==> src/rtl/dram_read_pkg.sv <==
// Shared definitions for the DRAM AXI read master.
//   state_t        : controller states (IDLE / ADDR / DATA)
//   AXI_BURST_INCR : AXI incrementing burst encoding
//   AXI_RESP_OKAY  : AXI OKAY response encoding
//   BEAT_BYTES     : bytes carried by one read beat
//   BOUNDARY_BYTES : AXI bursts may not cross this address boundary
package dram_read_pkg;

  typedef enum logic [1:0] {
    ST_IDLE = 2'd0,
    ST_ADDR = 2'd1,
    ST_DATA = 2'd2
  } state_t;

  localparam logic [1:0] AXI_BURST_INCR = 2'b01;
  localparam logic [1:0] AXI_RESP_OKAY  = 2'b00;
  localparam int         BEAT_BYTES     = 16;
  localparam int         BOUNDARY_BYTES = 4096;

endpackage

==> src/rtl/dram_axi_read_master.sv <==
// DRAM AXI read master: turns a one-cycle read request (start address plus
// beat count) into one or two AXI INCR read bursts that never cross a 4 KB
// boundary, and streams the returned beats out with one cycle of latency.
//
// Ports:
//   m_axi_aclk, m_axi_reset      clock, synchronous active-high reset
//   dram_read_en/addr/len        request strobe, byte address, beats-1
//   dram_read_data/_data_valid   returned beat and qualifier (no backpressure)
//   dram_read_busy               request in progress
//   dram_read_error              sticky protocol/response error of last request
//   m_axi_ar*                    AXI read address channel
//   m_axi_r*                     AXI read data channel
//
// Build option: define DRAM_READ_TIMEOUT_EN to add a watchdog that abandons
// a request after TIMEOUT_CYCLES cycles without any AR or R handshake.
//
// state   | meaning
// --------+-------------------------------------------------------------
// ST_IDLE | no request; dram_read_en accepted here only
// ST_ADDR | presenting one burst on AR, waiting for arready
// ST_DATA | accepting the beats of the current burst
module dram_axi_read_master
  import dram_read_pkg::*;
#(
  parameter int DRAM_ADDR_WIDTH = 39,
  parameter int DRAM_DATA_WIDTH = 128,
  parameter int M_AXI_ID_WIDTH  = 16,
  parameter int TIMEOUT_CYCLES  = 65535
) (
  input  logic                       m_axi_aclk,
  input  logic                       m_axi_reset,
  input  logic                       dram_read_en,
  input  logic [DRAM_ADDR_WIDTH-1:0] dram_read_addr,
  input  logic [7:0]                 dram_read_len,
  output logic [DRAM_DATA_WIDTH-1:0] dram_read_data,
  output logic                       dram_read_data_valid,
  output logic                       dram_read_busy,
  output logic                       dram_read_error,
  output logic [DRAM_ADDR_WIDTH-1:0] m_axi_araddr,
  output logic [7:0]                 m_axi_arlen,
  output logic [2:0]                 m_axi_arsize,
  output logic [1:0]                 m_axi_arburst,
  output logic [M_AXI_ID_WIDTH-1:0]  m_axi_arid,
  output logic [3:0]                 m_axi_arcache,
  output logic [2:0]                 m_axi_arprot,
  output logic                       m_axi_arvalid,
  input  logic                       m_axi_arready,
  input  logic [DRAM_DATA_WIDTH-1:0] m_axi_rdata,
  input  logic [1:0]                 m_axi_rresp,
  input  logic [M_AXI_ID_WIDTH-1:0]  m_axi_rid,
  input  logic                       m_axi_rlast,
  input  logic                       m_axi_rvalid,
  output logic                       m_axi_rready
);

  localparam logic [DRAM_ADDR_WIDTH-1:0] BEAT_MASK = ~DRAM_ADDR_WIDTH'(BEAT_BYTES - 1);

  state_t                     state, state_nxt;
  logic [DRAM_ADDR_WIDTH-1:0] addr_q;
  logic [8:0]                 remain_q;
  logic [8:0]                 beat_cnt_q;
  logic [12:0]                room_bytes;
  logic [8:0]                 room_beats;
  logic [8:0]                 burst_beats;
  logic                       accept, ar_hs, r_hs, last_beat, beat_bad, timeout;

  assign accept    = (state == ST_IDLE) && dram_read_en;
  assign ar_hs     = m_axi_arvalid && m_axi_arready;
  assign r_hs      = m_axi_rvalid && m_axi_rready;
  assign last_beat = (beat_cnt_q == 9'd1);

  // Beats left before the next 4 KB boundary (1..256); addr_q[3:0] is always 0.
  assign room_bytes  = 13'(BOUNDARY_BYTES) - {1'b0, addr_q[11:0]};
  assign room_beats  = 9'(room_bytes / 13'(BEAT_BYTES));
  assign burst_beats = (remain_q < room_beats) ? remain_q : room_beats;

  // rlast is only checked against our own beat count, never trusted.
  assign beat_bad = (m_axi_rlast != last_beat) ||
                    (m_axi_rresp != AXI_RESP_OKAY) ||
                    (m_axi_rid != '0);

  assign m_axi_araddr  = addr_q;
  assign m_axi_arlen   = 8'(burst_beats - 9'd1);
  assign m_axi_arsize  = 3'b100;
  assign m_axi_arburst = AXI_BURST_INCR;
  assign m_axi_arid    = '0;
  assign m_axi_arcache = 4'b0011;
  assign m_axi_arprot  = 3'b000;

`ifdef DRAM_READ_TIMEOUT_EN
  logic [31:0] wd_cnt_q;

  // Down-counter reloaded on every handshake; expiry is the terminal count
  // reached while still waiting in ADDR or DATA.
  always_ff @(posedge m_axi_aclk) begin
    if (m_axi_reset) begin
      wd_cnt_q <= '0;
    end else if (accept || ar_hs || r_hs) begin
      wd_cnt_q <= 32'(TIMEOUT_CYCLES - 1);
    end else if (wd_cnt_q != '0) begin
      wd_cnt_q <= wd_cnt_q - 32'd1;
    end
  end

  assign timeout = (state != ST_IDLE) && !ar_hs && !r_hs && (wd_cnt_q == '0);
`else
  assign timeout = 1'b0;
`endif

  always_ff @(posedge m_axi_aclk) begin
    if (m_axi_reset) state <= ST_IDLE;
    else             state <= state_nxt;
  end

  always_comb begin
    state_nxt     = state;
    m_axi_arvalid = 1'b0;
    m_axi_rready  = 1'b0;
    case (state)
      ST_IDLE: begin
        if (dram_read_en) state_nxt = ST_ADDR;
      end
      ST_ADDR: begin
        m_axi_arvalid = 1'b1;
        if (timeout)    state_nxt = ST_IDLE;
        else if (ar_hs) state_nxt = ST_DATA;
      end
      ST_DATA: begin
        m_axi_rready = 1'b1;
        if (timeout)                 state_nxt = ST_IDLE;
        else if (r_hs && last_beat)  state_nxt = (remain_q == '0) ? ST_IDLE : ST_ADDR;
      end
      default: state_nxt = ST_IDLE;
    endcase
  end

  always_ff @(posedge m_axi_aclk) begin
    if (m_axi_reset) begin
      addr_q               <= '0;
      remain_q             <= '0;
      beat_cnt_q           <= '0;
      dram_read_busy       <= 1'b0;
      dram_read_error      <= 1'b0;
      dram_read_data       <= '0;
      dram_read_data_valid <= 1'b0;
    end else begin
      dram_read_data_valid <= r_hs;
      if (r_hs) dram_read_data <= m_axi_rdata;

      // Busy drops one cycle after the final beat is presented: by then
      // the FSM has been in IDLE for exactly one cycle.
      if (accept) begin
        addr_q          <= dram_read_addr & BEAT_MASK;
        remain_q        <= {1'b0, dram_read_len} + 9'd1;
        dram_read_error <= 1'b0;
        dram_read_busy  <= 1'b1;
      end else if (state == ST_IDLE || timeout) begin
        dram_read_busy  <= 1'b0;
      end

      // After the first burst addr_q lands exactly on the next boundary.
      if (ar_hs) begin
        beat_cnt_q <= burst_beats;
        remain_q   <= remain_q - burst_beats;
        addr_q     <= addr_q + DRAM_ADDR_WIDTH'(burst_beats) * DRAM_ADDR_WIDTH'(BEAT_BYTES);
      end

      if (r_hs) begin
        beat_cnt_q <= beat_cnt_q - 9'd1;
        if (beat_bad) dram_read_error <= 1'b1;
      end

      if (timeout) dram_read_error <= 1'b1;
    end
  end

endmodule

==> config.mk <==
export PLATFORM = sky130hd
export DESIGN_NAME = dram_axi_read_master
export DESIGN_NICKNAME = d
export VERILOG_FILES = /design/src/rtl/dram_read_pkg.sv /design/src/rtl/dram_axi_read_master.sv
export SDC_FILE = /design/constraint.sdc
export NUM_CORES = 1
export LEC_CHECK = 0
export BUFFER_PORTS_ARGS = -buffer_cell sky130_fd_sc_hd__buf_2
export CORE_AREA = 2 2 159 161
export DETAILED_ROUTE_END_ITERATION = 16
export DIE_AREA = 0 0 161 163
export PLACE_DENSITY = 0.73
export SYNTH_ARGS = -nofsm -noshare
export SYNTH_HDL_FRONTEND = slang
export SYNTH_SLANG_ARGS = --single-unit
export TNS_END_PERCENT = 5
==> constraint.sdc <==
create_clock -name m_axi_aclk -period 11.6 [get_ports m_axi_aclk]
set_input_delay 0.58 -clock m_axi_aclk [delete_from_list [all_inputs] [get_ports m_axi_aclk]]
set_output_delay 0.58 -clock m_axi_aclk [all_outputs]
set_load 0.005 [all_outputs]
# Word level (Yosys, flattened, before mapping)
# Index checks and enable logic that the tools add are counted.
# totals
latchBits	0
mem_count	0
mem_bits_ro	0
word_cells	55
mem_bits_rw	0
output_inout_bits	208
regBits	190
# classes
div	0
n_reduce_logical	14
eq_ne	7
addsub	6
shift	0
mux	19
order_cmp	1
n_bitwise	0
multipliers	0
# op_table
cell	n
2-to-1 mux 39 bit	2
2-to-1 mux 9 bit	5
adder 39 x 13 -> 39 bit	1
nonzero test 16 bit	1
subtractor 13 x 12 -> 13 bit (first input constant)	1
adder 8 x 1 -> 9 bit (second input constant)	1
== test 9 x 1 -> 1 bit (second input constant)	1
zero test 9 bit	1
< comparator 9 bit	1
subtractor 9 x 1 -> 9 bit (second input constant)	1
subtractor 9 bit	1
2-to-1 mux 1 bit	8
nonzero test 2 bit	4
subtractor 8 x 1 -> 8 bit (second input constant)	1
2-to-1 mux 2 bit	3
inequality test 2 bit (second input constant)	3
case mux 2 bit (3 select lines)	1
logical AND 1 bit	4
AND reduction 3 bit	1
== test 2 x 1 -> 1 bit (second input constant)	1
== test 2 bit (second input constant)	1
zero test 2 bit	1
logical OR 1 bit	2
inequality test 1 bit	1

# Logic depth before layout (Yosys ltp)
# Gate-level depths: netlist of the first run.
# depth
depth_word	6
ltp_mapped	20
depth_no_buf	20

# Worst setup path before layout of the first run
# Ideal clock, no wire load.
# synth_path
path_kind	register to register
start	register addr_q[4] (netlist: m_axi_araddr[4])
end	register addr_q[34] (netlist: m_axi_araddr[34])
setup_ps	127
path_slack_ps	6860
arrival_time_ps	4613
synth_period_minus_slack_ps	4740
path_stages_with_launch	20
cell_sequence	dfxtp_1 > inv_1 > ha_1 > nor3b_1 > xnor2_1 > inv_1 > ha_1 > a21o_1 > a221o_1 > a21oi_4 > mux2i_1 > inv_1 > ha_1 > fa_1 > a21o_1 > a21oi_1 > o211ai_2 > nand2_1 > nor3_1 > or3b_1
# synth_via
elab_chain_cells	5
# synth_rtl
item	line	text
from (decl)	dram_axi_read_master.sv:59	logic [DRAM_ADDR_WIDTH-1:0] addr_q;
from (signal assigned)	dram_axi_read_master.sv:153	addr_q <= dram_read_addr & BEAT_MASK;
from (signal assigned)	dram_axi_read_master.sv:165	addr_q <= addr_q + DRAM_ADDR_WIDTH'(burst_beats) * DRAM_ADDR_WIDTH'(BEAT_BYTES);
subtractor 13 x 12 -> 13 bit	dram_axi_read_master.sv:73	assign room_bytes = 13'(BOUNDARY_BYTES) - {1'b0, addr_q[11:0]};
< comparator 9 bit	dram_axi_read_master.sv:75	assign burst_beats = (remain_q < room_beats) ? remain_q : room_beats;
2-to-1 mux 9 bit	dram_axi_read_master.sv:75	
adder 39 x 13 -> 39 bit *	dram_axi_read_master.sv:165	
2-to-1 mux 39 bit *	dram_axi_read_master.sv:162	if (ar_hs) begin
# Every way passes the cells marked *; elsewhere a longest branch is shown, timed or not.
# A chain may end at the register's enable or synchronous reset.

# Worst setup path after layout of the first run
# layout_path
start	register addr_q[4] (netlist: m_axi_araddr[4])
end	register addr_q[28] (netlist: m_axi_araddr[28])
# The elaborated chain is that of the path after synthesis.

==> results of run 1 <==
==> worst min path at each step <==
stage                     cells past startpoint             endpoint          startpoint
after floorplan                               2      dram_read_error     dram_read_error
after global placement                        2   dram_read_data[69]  dram_read_data[69]
after detailed placement                      2   dram_read_data[23]  dram_read_data[23]
after CTS                                     3  dram_read_data[110]    m_axi_rdata[110]
after global routing                          3  dram_read_data[119]    m_axi_rdata[119]
final                                         3   dram_read_data[81]     m_axi_rdata[81]
==> synth_stat cells, types with 6 or more instances <==
library cell,count
buf_2,12
xor2_1,17
a21oi_1,159
o21ai_0,13
nor4_1,7
nand4_1,7
a31oi_1,16
o21a_1,10
o22ai_1,11
nand2_1,341
nor2_1,33
xnor2_1,23
a311oi_1,10
a211oi_1,6
ha_1,31
and3_1,7
o211ai_1,14
inv_1,33
buf_4,33
mux2i_1,13
nand3_1,20
a21o_1,8
clkbuf_1,55
a22oi_1,6
dfxtp_1,186
nor3_1,23
or3_1,7
==> area by class of cell <==
class / count / area, um^2
clock inverter: 14 / 166
multi-input combinational: 894 / 5040
tap: 330 / 413
inverter: 34 / 128
timing repair buffer: 378 / 1920
sequential: 186 / 3720
fill: 2471 / 12800
clock buffer: 18 / 439
==> layer usage <==
metal	vias up	global-route usage (%)	part of all wire (%)
met1	4315	25.9	41
met2	361	36.0	50
li1	4657	-	-
met5	-	0	0
met3	35	5.58	7.9
met4	0	6.29	1.8
==> registers in the layout (all words and copies together), names as in the netlist <==
| signal | flops |
|---|---|
| dram_read_data | 128 |
| m_axi_araddr | 35 |
| beat_cnt_q | 9 |
| remain_q | 9 |
| state | 2 |
| dram_read_busy | 1 |
| dram_read_data_valid | 1 |
| dram_read_error | 1 |
==> report_power, final <==
| group | switching [mW] | internal (mW) |
|---|---|---|
| logic | 0.295 | 0.224 |
| registers | 0.0388 | 0.669 |
| clock network | 0.292 | 0.298 |
==> through the flow <==
stage	instance area [um^2]	utilization, %
2_1_floorplan	9420	-
3_3_place_gp	11200	45.5
3_5_place_dp	11200	45.5
4_1_cts	11800	47.9
5_1_grt	11800	47.9
6_report	11800	47.9
==> cell families (layout without fill, tap and decap cells) <==
group / after synthesis / after routing / synth area share, %
compound gates: 285 / 285 / 19.4
fa+ha+maj: 34 / 34 / 4.72
other cells: 2 / 32 / 0.0807
simple gates: 484 / 484 / 22.7
flops: 186 / 186 / 40.0
mux: 19 / 19 / 2.15
xor+xnor: 40 / 40 / 3.76
buf+inv: 138 / 444 / 7.18
==> worst max-delay path, delay by kind of cell, from the launching register on <==
kind | cells | cell delay (ns)
adder cells (fa/ha/maj) | 4 | 1.10
AO/OA/AOI/OAI | 8 | 2.28
AND/OR/NAND/NOR | 2 | 0.59
flip-flops | 1 | 0.51
multiplexers | 1 | 0.45
buffers and inverters | 3 | 0.37
XOR/XNOR | 1 | 0.36
==> impl_metrics.py, run 1 <==
metrics = {
    "status": {
        "status": "finished clean",
    },
    "layout": {
        "n_antenna_cell": 0,
        "drive_above_1_share_pct": 28.6,
        "layout_commonest_cell": "buf_2",
        "stdcell_count": 1854,
        "mostFrequentLayoutCells": "buf_2 (369), nand2_1 (340), dfxtp_1 (186)",
        "area_delta_synth_final_pct": 27.1,
        "layout.nets": 1743,
    },
    "routing": {
        "drtAntennaViolNets": 0,
        "vias": 9368,
        "drc": 0,
        "drt_iter0_drc": 659,
        "vias_per_cell": 5.05,
        "wl_um": 29000,
        "wl_per_cell_um": 15.6,
        "drt_pre_antenna_iters": 5,
    },
    "clock_tree": {
        "cts_tree": "yes",
        "cts-resized-gates": 0,
        "clockRootBuffer": "clkbuf_16",
        "cts_buffer_depth": 2,
        "clk-insertion-delay-late_ns": 0.44,
        "post-cts-setup-buffers": 0,
        "holdBufCountCts": 0,
        "cts_buffers": 17,
        "htreeDepth": 4,
        "clkSlewWorstSetupHoldPaths_ns": 0.09,
        "cts.sinks": 186,
    },
    "setup_path": {
        "rr_worst_depth": 19,
        "crit_fanout": 17,
        "required_ns": 11.95,
        "r2r_start": "m_axi_araddr[4]",
        "crit_type": "reg -> reg",
        "crit_slowest_cell": "a21oi_4",
        "critical_path.startpoint": "m_axi_araddr[4]",
        "critPathMaxStageDelay_ns": 0.52,
        "endpoint_kind": "flop",
        "arrival_ns": 6.10,
        "crit_end": "m_axi_araddr[28]",
        "rr_endpoint": "m_axi_araddr[28]",
        "worstPathCellList": "inv_1 > ha_1 > nor3b_1 > xnor2_1 > inv_1 > ha_1 > a21o_1 > a221o_1 > a21oi_4 > mux2i_1 > inv_1 > ha_1 > fa_1 > a21o_1 > a21oi_1 > o211ai_2 > nand3_1 > o211ai_1 > a31oi_1",
        "start_kind": "flop",
        "reg2reg_slack_ns": 5.85,
    },
    "global_routing": {
        "grt_start_max_net_pins": 105,
        "antenna_found_initial": 1,
        "grt_pass1_vias": 8700,
        "grt.overflow.total": 0,
        "grt.total_usage_pct": 21.0,
        "grt_pass1_wl_um": 44700,
    },
    "timing": {
        "slew_viol_final": 0,
        "timing.slew.headroom_pct": 29.2,
        "fin_ws_ns": 5.85,
        "period_minus_slack_ns": 5.75,
        "fin_setup_tns_ns": 0,
        "rsz0062_at_grt": "false",
        "tightest_slew_ns": 1.06,
        "final-hold-violation-count": 0,
        "setup_violations": 0,
        "hold_slack_ns": 0.368,
        "max_freq_mhz": 174,
        "fin_skew_ns": 0.0157,
        "finalCritPeriodShare_pct": 49.6,
    },
    "die": {
        "dieArea_um2": 26200,
        "die_x_um": 161,
        "io_pins": 407,
        "chipHeight_um": 163,
        "std_cell_rows": 58,
        "core_um2": 24700,
        "start_util_pct": 37.7,
    },
    "yosys": {
        "syn_area_per_cell_um2": 7.83,
        "synth_area_leaders": "dfxtp_1 (40%), nand2_1 (14%), a21oi_1 (8.6%)",
        "synth_cells": 1188,
        "ys_types": 73,
        "ys_seq_elements": 186,
        "syn_area_um2": 9310,
        "synth-async-reset-ratio_pct": 0,
        "yosysSeqAreaShare_pct": 40.0,
        "ys_warn_count": 0,
        "synth.top_cell.area_share_pct": 40.0,
        "yosys.area.top_type": "dfxtp_1",
        "synth_edf_count": 0,
        "synth_flop_cell": "dfxtp_1",
    },
    "job": {
        "drv_cap": 0,
    },
    "placed_design": {
        "pre_cts_slack_ns": 5.90,
        "dp_hpwl_um": 21100,
        "placedCellCount": 1822,
        "port_buffers": 370,
        "globalplace.congestion": 0.892,
    },
    "power": {
        "p_total_mw": 1.82,
        "max-vdd-ir-drop_mv": 0.0976,
        "p_leak_nw": 5.26,
        "p_per_area_nw_per_um2": 154,
    },
    "worst_hold_path": {
        "hold_class": "in -> reg",
    },
}
Power figures use the tool's default switching activity.
==> run 2, diff against run 1 <==
--- a/config.mk
+++ b/config.mk
@@ -6,10 +6,10 @@
 export NUM_CORES = 1
 export LEC_CHECK = 0
 export BUFFER_PORTS_ARGS = -buffer_cell sky130_fd_sc_hd__buf_2
-export CORE_AREA = 2 2 159 161
+export CORE_AREA = 2 2 160 162
 export DETAILED_ROUTE_END_ITERATION = 16
-export DIE_AREA = 0 0 161 163
-export PLACE_DENSITY = 0.73
+export DIE_AREA = 0 0 162 164
+export PLACE_DENSITY = 0.75
 export SYNTH_ARGS = -nofsm -noshare
 export SYNTH_HDL_FRONTEND = slang
 export SYNTH_SLANG_ARGS = --single-unit
==> constraint.sdc (replaced) <==
create_clock -name m_axi_aclk -period 4.8 [get_ports m_axi_aclk]
set_input_delay 0.24 -clock m_axi_aclk [delete_from_list [all_inputs] [get_ports m_axi_aclk]]
set_output_delay 0.24 -clock m_axi_aclk [all_outputs]
set_load 0.005 [all_outputs]
==> impl_metrics.py, run 2 (synthesis gave the netlist of run 1 again) <==
metrics = {
    "status": {
        "status": "finished clean",
    },
    "timing": {
        "period_minus_slack_ns": 4.65,
        "fin_setup_tns_ns": 0,
        "slew_viol_final": 0,
        "max_freq_mhz": 215,
        "fin_ws_ns": 0.145,
        "tightest_slew_ns": 1.01,
        "timing.slew.headroom_pct": 32.4,
        "final-hold-violation-count": 0,
        "hold_slack_ns": 0.0219,
        "rsz0062_at_grt": "true",
        "finalCritPeriodShare_pct": 97.0,
        "setup_violations": 0,
        "fin_skew_ns": 0.0217,
    },
    "die": {
        "die_x_um": 162,
        "dieArea_um2": 26600,
        "start_util_pct": 37.5,
        "std_cell_rows": 58,
        "io_pins": 407,
        "core_um2": 24800,
        "chipHeight_um": 164,
    },
    "placed_design": {
        "dp_hpwl_um": 22000,
        "port_buffers": 370,
        "globalplace.congestion": 0.914,
        "dpl_cell_area_um2": 11400,
        "placedCellCount": 1847,
        "pre_cts_slack_ns": -0.0107,
    },
    "worst_hold_path": {
        "holdPathStages": 3,
        "hold_class": "in -> reg",
        "hold_start": "m_axi_rdata[25]",
        "hold_path_end": "dram_read_data[25]",
    },
    "layout": {
        "filler_cell_count": 2436,
        "final_util_pct": 48.8,
        "n_antenna_cell": 0,
        "largest_register": "dram_read_data",
        "area_delta_synth_final_pct": 30.0,
        "mostFrequentLayoutCells": "buf_2 (369), nand2_1 (340), dfxtp_1 (186)",
        "stdcell_area_um2": 12100,
        "largest_register_ffs": 128,
        "stdcell_count": 1882,
        "multi_input_area_um2": 5100,
        "layout.nets": 1771,
        "layout_commonest_cell": "buf_2",
        "regArea_um2": 3720,
        "drive_above_1_share_pct": 30.7,
    },
    "global_routing": {
        "antenna_found_initial": 1,
        "grt.total_usage_pct": 21.2,
        "top_usage_layer": "met2",
        "grt_pass1_wl_um": 45400,
        "grt_pass1_vias": 9008,
        "use_met1_pct": 26.0,
        "use_met2_pct": 36.3,
        "grt.overflow.total": 0,
        "grt_start_max_net_pins": 93,
        "groute.layer.met3.usage_pct": 5.86,
    },
    "routing": {
        "drt_iter0_drc": 599,
        "drt_pre_antenna_iters": 5,
        "drtAntennaViolNets": 0,
        "wl_um": 30200,
        "vias_per_cell": 5.10,
        "drc": 0,
        "wl_per_cell_um": 16.1,
        "vias": 9597,
    },
    "power": {
        "p_per_area_nw_per_um2": 378,
        "swShare_pct": 35.2,
        "p_leak_nw": 5.39,
        "netSwitchingPower_mw": 1.61,
        "pwr-share-seq_pct": 37.2,
        "power.share.clock_pct": 31.5,
        "pwr-share-comb_pct": 31.2,
        "p_total_mw": 4.58,
        "max-vdd-ir-drop_mv": 0.192,
        "p_int_mw": 2.97,
    },
    "setup_path": {
        "r2r_start": "m_axi_araddr[6]",
        "rr_endpoint": "m_axi_araddr[34]",
        "crit_fanout": 8,
        "required_ns": 5.11,
        "start_kind": "flop",
        "reg2reg_slack_ns": 0.15,
        "crit_type": "reg -> reg",
        "rr_worst_depth": 18,
        "arrival_ns": 4.96,
        "critical_path.startpoint": "m_axi_araddr[6]",
        "endpoint_kind": "flop",
    },
    "clock_tree": {
        "cts_tree": "yes",
        "cts_buffer_depth": 2,
        "cts_buffers": 17,
        "clkSlewWorstSetupHoldPaths_ns": 0.09,
        "clk-insertion-delay-late_ns": 0.45,
        "clockRootBuffer": "clkbuf_16",
        "htreeDepth": 4,
        "cts.sinks": 186,
    },
    "job": {
        "drv_cap": 0,
    },
}
-- run 2: changes by cell type in the layout (fill, tap and decap cells not counted), moves of 2 or more --
cell | previous run | this run
buf_4 | 8 | 36
mux2i_1 | 13 | 9
mux2i_2 | 1 | 4
a2111oi_0 | 4 | 2
clkinv_8 | 5 | 3
inv_8 | 3 | 5
-- run 2: how the worst max path moves through the flow --
stage | end | slack (ns)
finish | m_axi_araddr[34] | 0.15
global route | m_axi_araddr[26] | -0.07
CTS | m_axi_araddr[34] | 0.07
detailed placement | m_axi_araddr[34] | -0.01
global placement | m_axi_araddr[34] | 0.13
floorplan | m_axi_araddr[34] | 0.06
-- run 2: worst max-delay path, cell delays in order, from the launching register on --
cell and delay [ns]:
dfxtp_1 0.32, buf_4 0.16, nor3_1 0.24, nand3_1 0.12
xor2_1 0.22, inv_1 0.13, ha_1 0.31, a21o_1 0.16
a221o_1 0.41, a21oi_4 0.23, buf_12 0.18, mux2i_2 0.31
inv_1 0.09, ha_1 0.38, a2111oi_2 0.41, o211ai_2 0.26
nand2_1 0.17, nor3_1 0.06, or3b_1 0.35
-- run 2: area by class of cell --
cell class	instances	area share, %
multi-input cells	894	42.2
flip-flops and latches	186	30.8
repair buffers	406	17.7
clock buffers	18	3.55
well taps	330	3.41
clock inverters	14	1.36
inverters	34	1.05
-- run 2: timing repair --
action	4_1_cts	5_1_grt
resized for setup	1	15
hold buffers	0	0
setup endpoints to repair	3	33
pin swaps	0	4
hold endpoints to repair	0	0
buffers inserted	0	3
-- run 2: per-layer routing --
metal,share of wire [%],vias to the layer above
met4,2.0,0
met1,42,4490
met2,49,361
met5,0,-
li1,-,4706
met3,7.1,40
-- run 2: power groups by stage --
stage          sequential [mW]  combinational, mW  clock (mW)
2_1_floorplan             1.73              0.880           0
3_3_place_gp              1.73               1.31           0
3_5_place_dp              1.74               1.34           0
4_1_cts                   1.70               1.35        1.48
5_1_grt                   1.72               1.56        1.54
6_report                  1.71               1.43        1.44
==> run 3, diff against run 2 <==
--- a/config.mk
+++ b/config.mk
@@ -5,11 +5,11 @@
 export SDC_FILE = /design/constraint.sdc
 export NUM_CORES = 1
 export LEC_CHECK = 0
-export BUFFER_PORTS_ARGS = -buffer_cell sky130_fd_sc_hd__buf_2
-export CORE_AREA = 2 2 160 162
+export CORE_AREA = 2 2 159 161
 export DETAILED_ROUTE_END_ITERATION = 16
-export DIE_AREA = 0 0 162 164
-export PLACE_DENSITY = 0.75
+export DIE_AREA = 0 0 161 163
+export DONT_BUFFER_PORTS = 1
+export PLACE_DENSITY = 0.61
 export SYNTH_ARGS = -nofsm -noshare
 export SYNTH_HDL_FRONTEND = slang
 export SYNTH_SLANG_ARGS = --single-unit
==> impl_metrics.py, run 3 (synthesis gave the netlist of run 1 again) <==
metrics = {
    "timing": {
        "tightest_slew_ns": 1.07,
        "slew_viol_final": 0,
        "finalCritPeriodShare_pct": 95.4,
        "fin_skew_ns": 0.0175,
        "final-hold-violation-count": 0,
        "max_freq_mhz": 218,
        "timing.slew.headroom_pct": 28.5,
        "setup_violations": 0,
        "period_minus_slack_ns": 4.58,
    },
    "routing": {
        "drt_pre_antenna_iters": 5,
        "drc": 0,
        "vias": 8896,
        "drt_iter0_drc": 695,
        "drtAntennaViolNets": 0,
        "vias_per_cell": 5.32,
        "wl_per_cell_um": 18.1,
        "wl_um": 30300,
    },
    "layout": {
        "layout_commonest_cell": "nand2_1",
        "mostFrequentLayoutCells": "nand2_1 (340), dfxtp_1 (185), a21oi_1 (159)",
        "stdcell_area_um2": 11900,
        "area_delta_synth_final_pct": 27.4,
        "largest_register": "dram_read_data",
        "drive_above_1_share_pct": 8.13,
        "final_util_pct": 48.0,
        "filler_cell_count": 2340,
        "largest_register_ffs": 128,
        "layout.nets": 1560,
    },
    "job": {
        "drv_cap": 0,
    },
    "setup_path": {
        "endpoint_kind": "flop",
        "crit_slowest_cell": "fa_1",
        "worst-path-buf-inv": 4,
        "start_kind": "flop",
        "arrival_ns": 4.89,
        "critPathMaxStageDelay_ns": 0.41,
        "crit_fanout": 7,
        "required_ns": 5.11,
        "crit_type": "reg -> reg",
        "cp_top_family": "compound AO/OA/AOI/OAI gates",
        "worstPathCellList": "buf_4 > nor3_1 > nand2_1 > xor2_2 > inv_1 > ha_1 > and3_1 > a221o_1 > a21oi_4 > mux2i_2 > inv_1 > ha_1 > fa_1 > a21o_1 > a21oi_1 > o211ai_2 > buf_4 > nand3_2 > nor4_1 > o311a_1",
    },
    "die": {
        "chipHeight_um": 163,
        "die_x_um": 161,
        "start_util_pct": 37.7,
        "core_um2": 24700,
        "std_cell_rows": 58,
        "dieArea_um2": 26200,
        "io_pins": 407,
    },
    "power": {
        "pwr-share-seq_pct": 37.9,
        "pwr-share-comb_pct": 29.0,
        "p_total_mw": 4.54,
        "p_leak_nw": 4.38,
        "p_int_mw": 3.00,
        "max-vdd-ir-drop_mv": 0.219,
        "netSwitchingPower_mw": 1.54,
        "power.share.clock_pct": 33.1,
        "swShare_pct": 33.9,
        "p_per_area_nw_per_um2": 383,
    },
    "clock_tree": {
        "clkSlewWorstSetupHoldPaths_ns": 0.08,
        "cts_tree": "yes",
        "clk-insertion-delay-late_ns": 0.44,
        "cts_buffers": 17,
        "cts.sinks": 186,
        "clockRootBuffer": "clkbuf_16",
        "cts_buffer_depth": 2,
        "htreeDepth": 4,
    },
    "global_routing": {
        "grt.total_usage_pct": 22.0,
        "grt.overflow.total": 0,
        "grt_start_max_net_pins": 178,
        "grt_pass1_vias": 8495,
        "grt_pass1_wl_um": 45900,
        "antenna_found_initial": 2,
    },
    "worst_hold_path": {
        "hold_class": "in -> reg",
    },
    "placed_design": {
        "dpl_cell_area_um2": 9590,
        "port_buffers": 0,
        "dp_hpwl_um": 20100,
        "globalplace.congestion": 0.837,
    },
    "status": {
        "status": "finished clean",
    },
}
## run 3: cell count changes in the layout (fill, tap and decap cells not counted), sizes merged
cell and delta:
buf -363, bufinv +1, clkinv +1, diode +1
dlygate4sd3 +152, inv -2
## run 3: metrics by stage
stage	setup TNS (ns)	cells	setup WS, ns	hold slack (ns)
after detailed placement	0	1481	0.133	0.321
final	0	1672	0.222	0.0186
after CTS	0	1666	0.0559	0.000201
after global routing	-0.0620	1672	-0.0324	0.00678
after floorplan	0	1218	0.0597	0.376
after global placement	0	1481	0.180	0.319
## run 3: path summary, 6_finish.rpt
path | start | to | slack (ns) | cells past startpoint
max reg2reg | m_axi_araddr[4] | m_axi_araddr[38] | 0.22 | 20
max | m_axi_araddr[4] | m_axi_araddr[38] | 0.22 | 20
min reg2reg | dram_read_data[40] | dram_read_data[40] | 0.47 | 2
min | dram_read_addr[36] | m_axi_araddr[36] | 0.02 | 2
## run 3: area by class of cell
| cell class | count | area (um^2) | share of cell area, % |
|---|---|---|---|
| Tap cell | 330 | 413 | 3.48 |
| Clock inverter | 14 | 194 | 1.64 |
| Antenna cell | 1 | 2.50 | 0.0211 |
| Multi-Input combinational cell | 894 | 5080 | 42.8 |
| Clock buffer | 18 | 439 | 3.70 |
| Inverter | 34 | 128 | 1.08 |
| Timing Repair Buffer | 195 | 1880 | 15.8 |
| Sequential cell | 186 | 3720 | 31.4 |
## run 3: what timing repair did
action,4_1_cts,5_1_grt
endpoints found under the setup margin,0,29
hold buffers,153,0
buffers inserted,0,5
hold endpoints to repair,177,0
gates resized for setup,0,9
## run 3: power by group through the flow
stage               registers (mW)  logic (mW)  clock network [mW]
floorplan                     1.73       0.880                   0
global placement              1.75        1.12                   0
detailed placement            1.75        1.14                   0
CTS                           1.72        1.27                1.53
global route                  1.73        1.46                1.59
finish                        1.72        1.31                1.50
## run 3: worst register-to-register path: stages (launching register included)
cell	delay [ns]
dfxtp_1	0.35
buf_4	0.18
nor3_1	0.18
nand2_1	0.14
xor2_2	0.16
inv_1	0.10
ha_1	0.30
and3_1	0.18
a221o_1	0.37
a21oi_4	0.19
mux2i_2	0.27
inv_1	0.09
ha_1	0.23
fa_1	0.41
a21o_1	0.19
a21oi_1	0.25
o211ai_2	0.22
buf_4	0.22
nand3_2	0.10
nor4_1	0.06
o311a_1	0.28
## run 3: per-layer routing
metal / GRT usage [%] / wire, um
met1: 26.1 / 12200
met2: 37.8 / 14900
met3: 6.70 / 2380
met4: 7.59 / 784
met5: 0 / 13
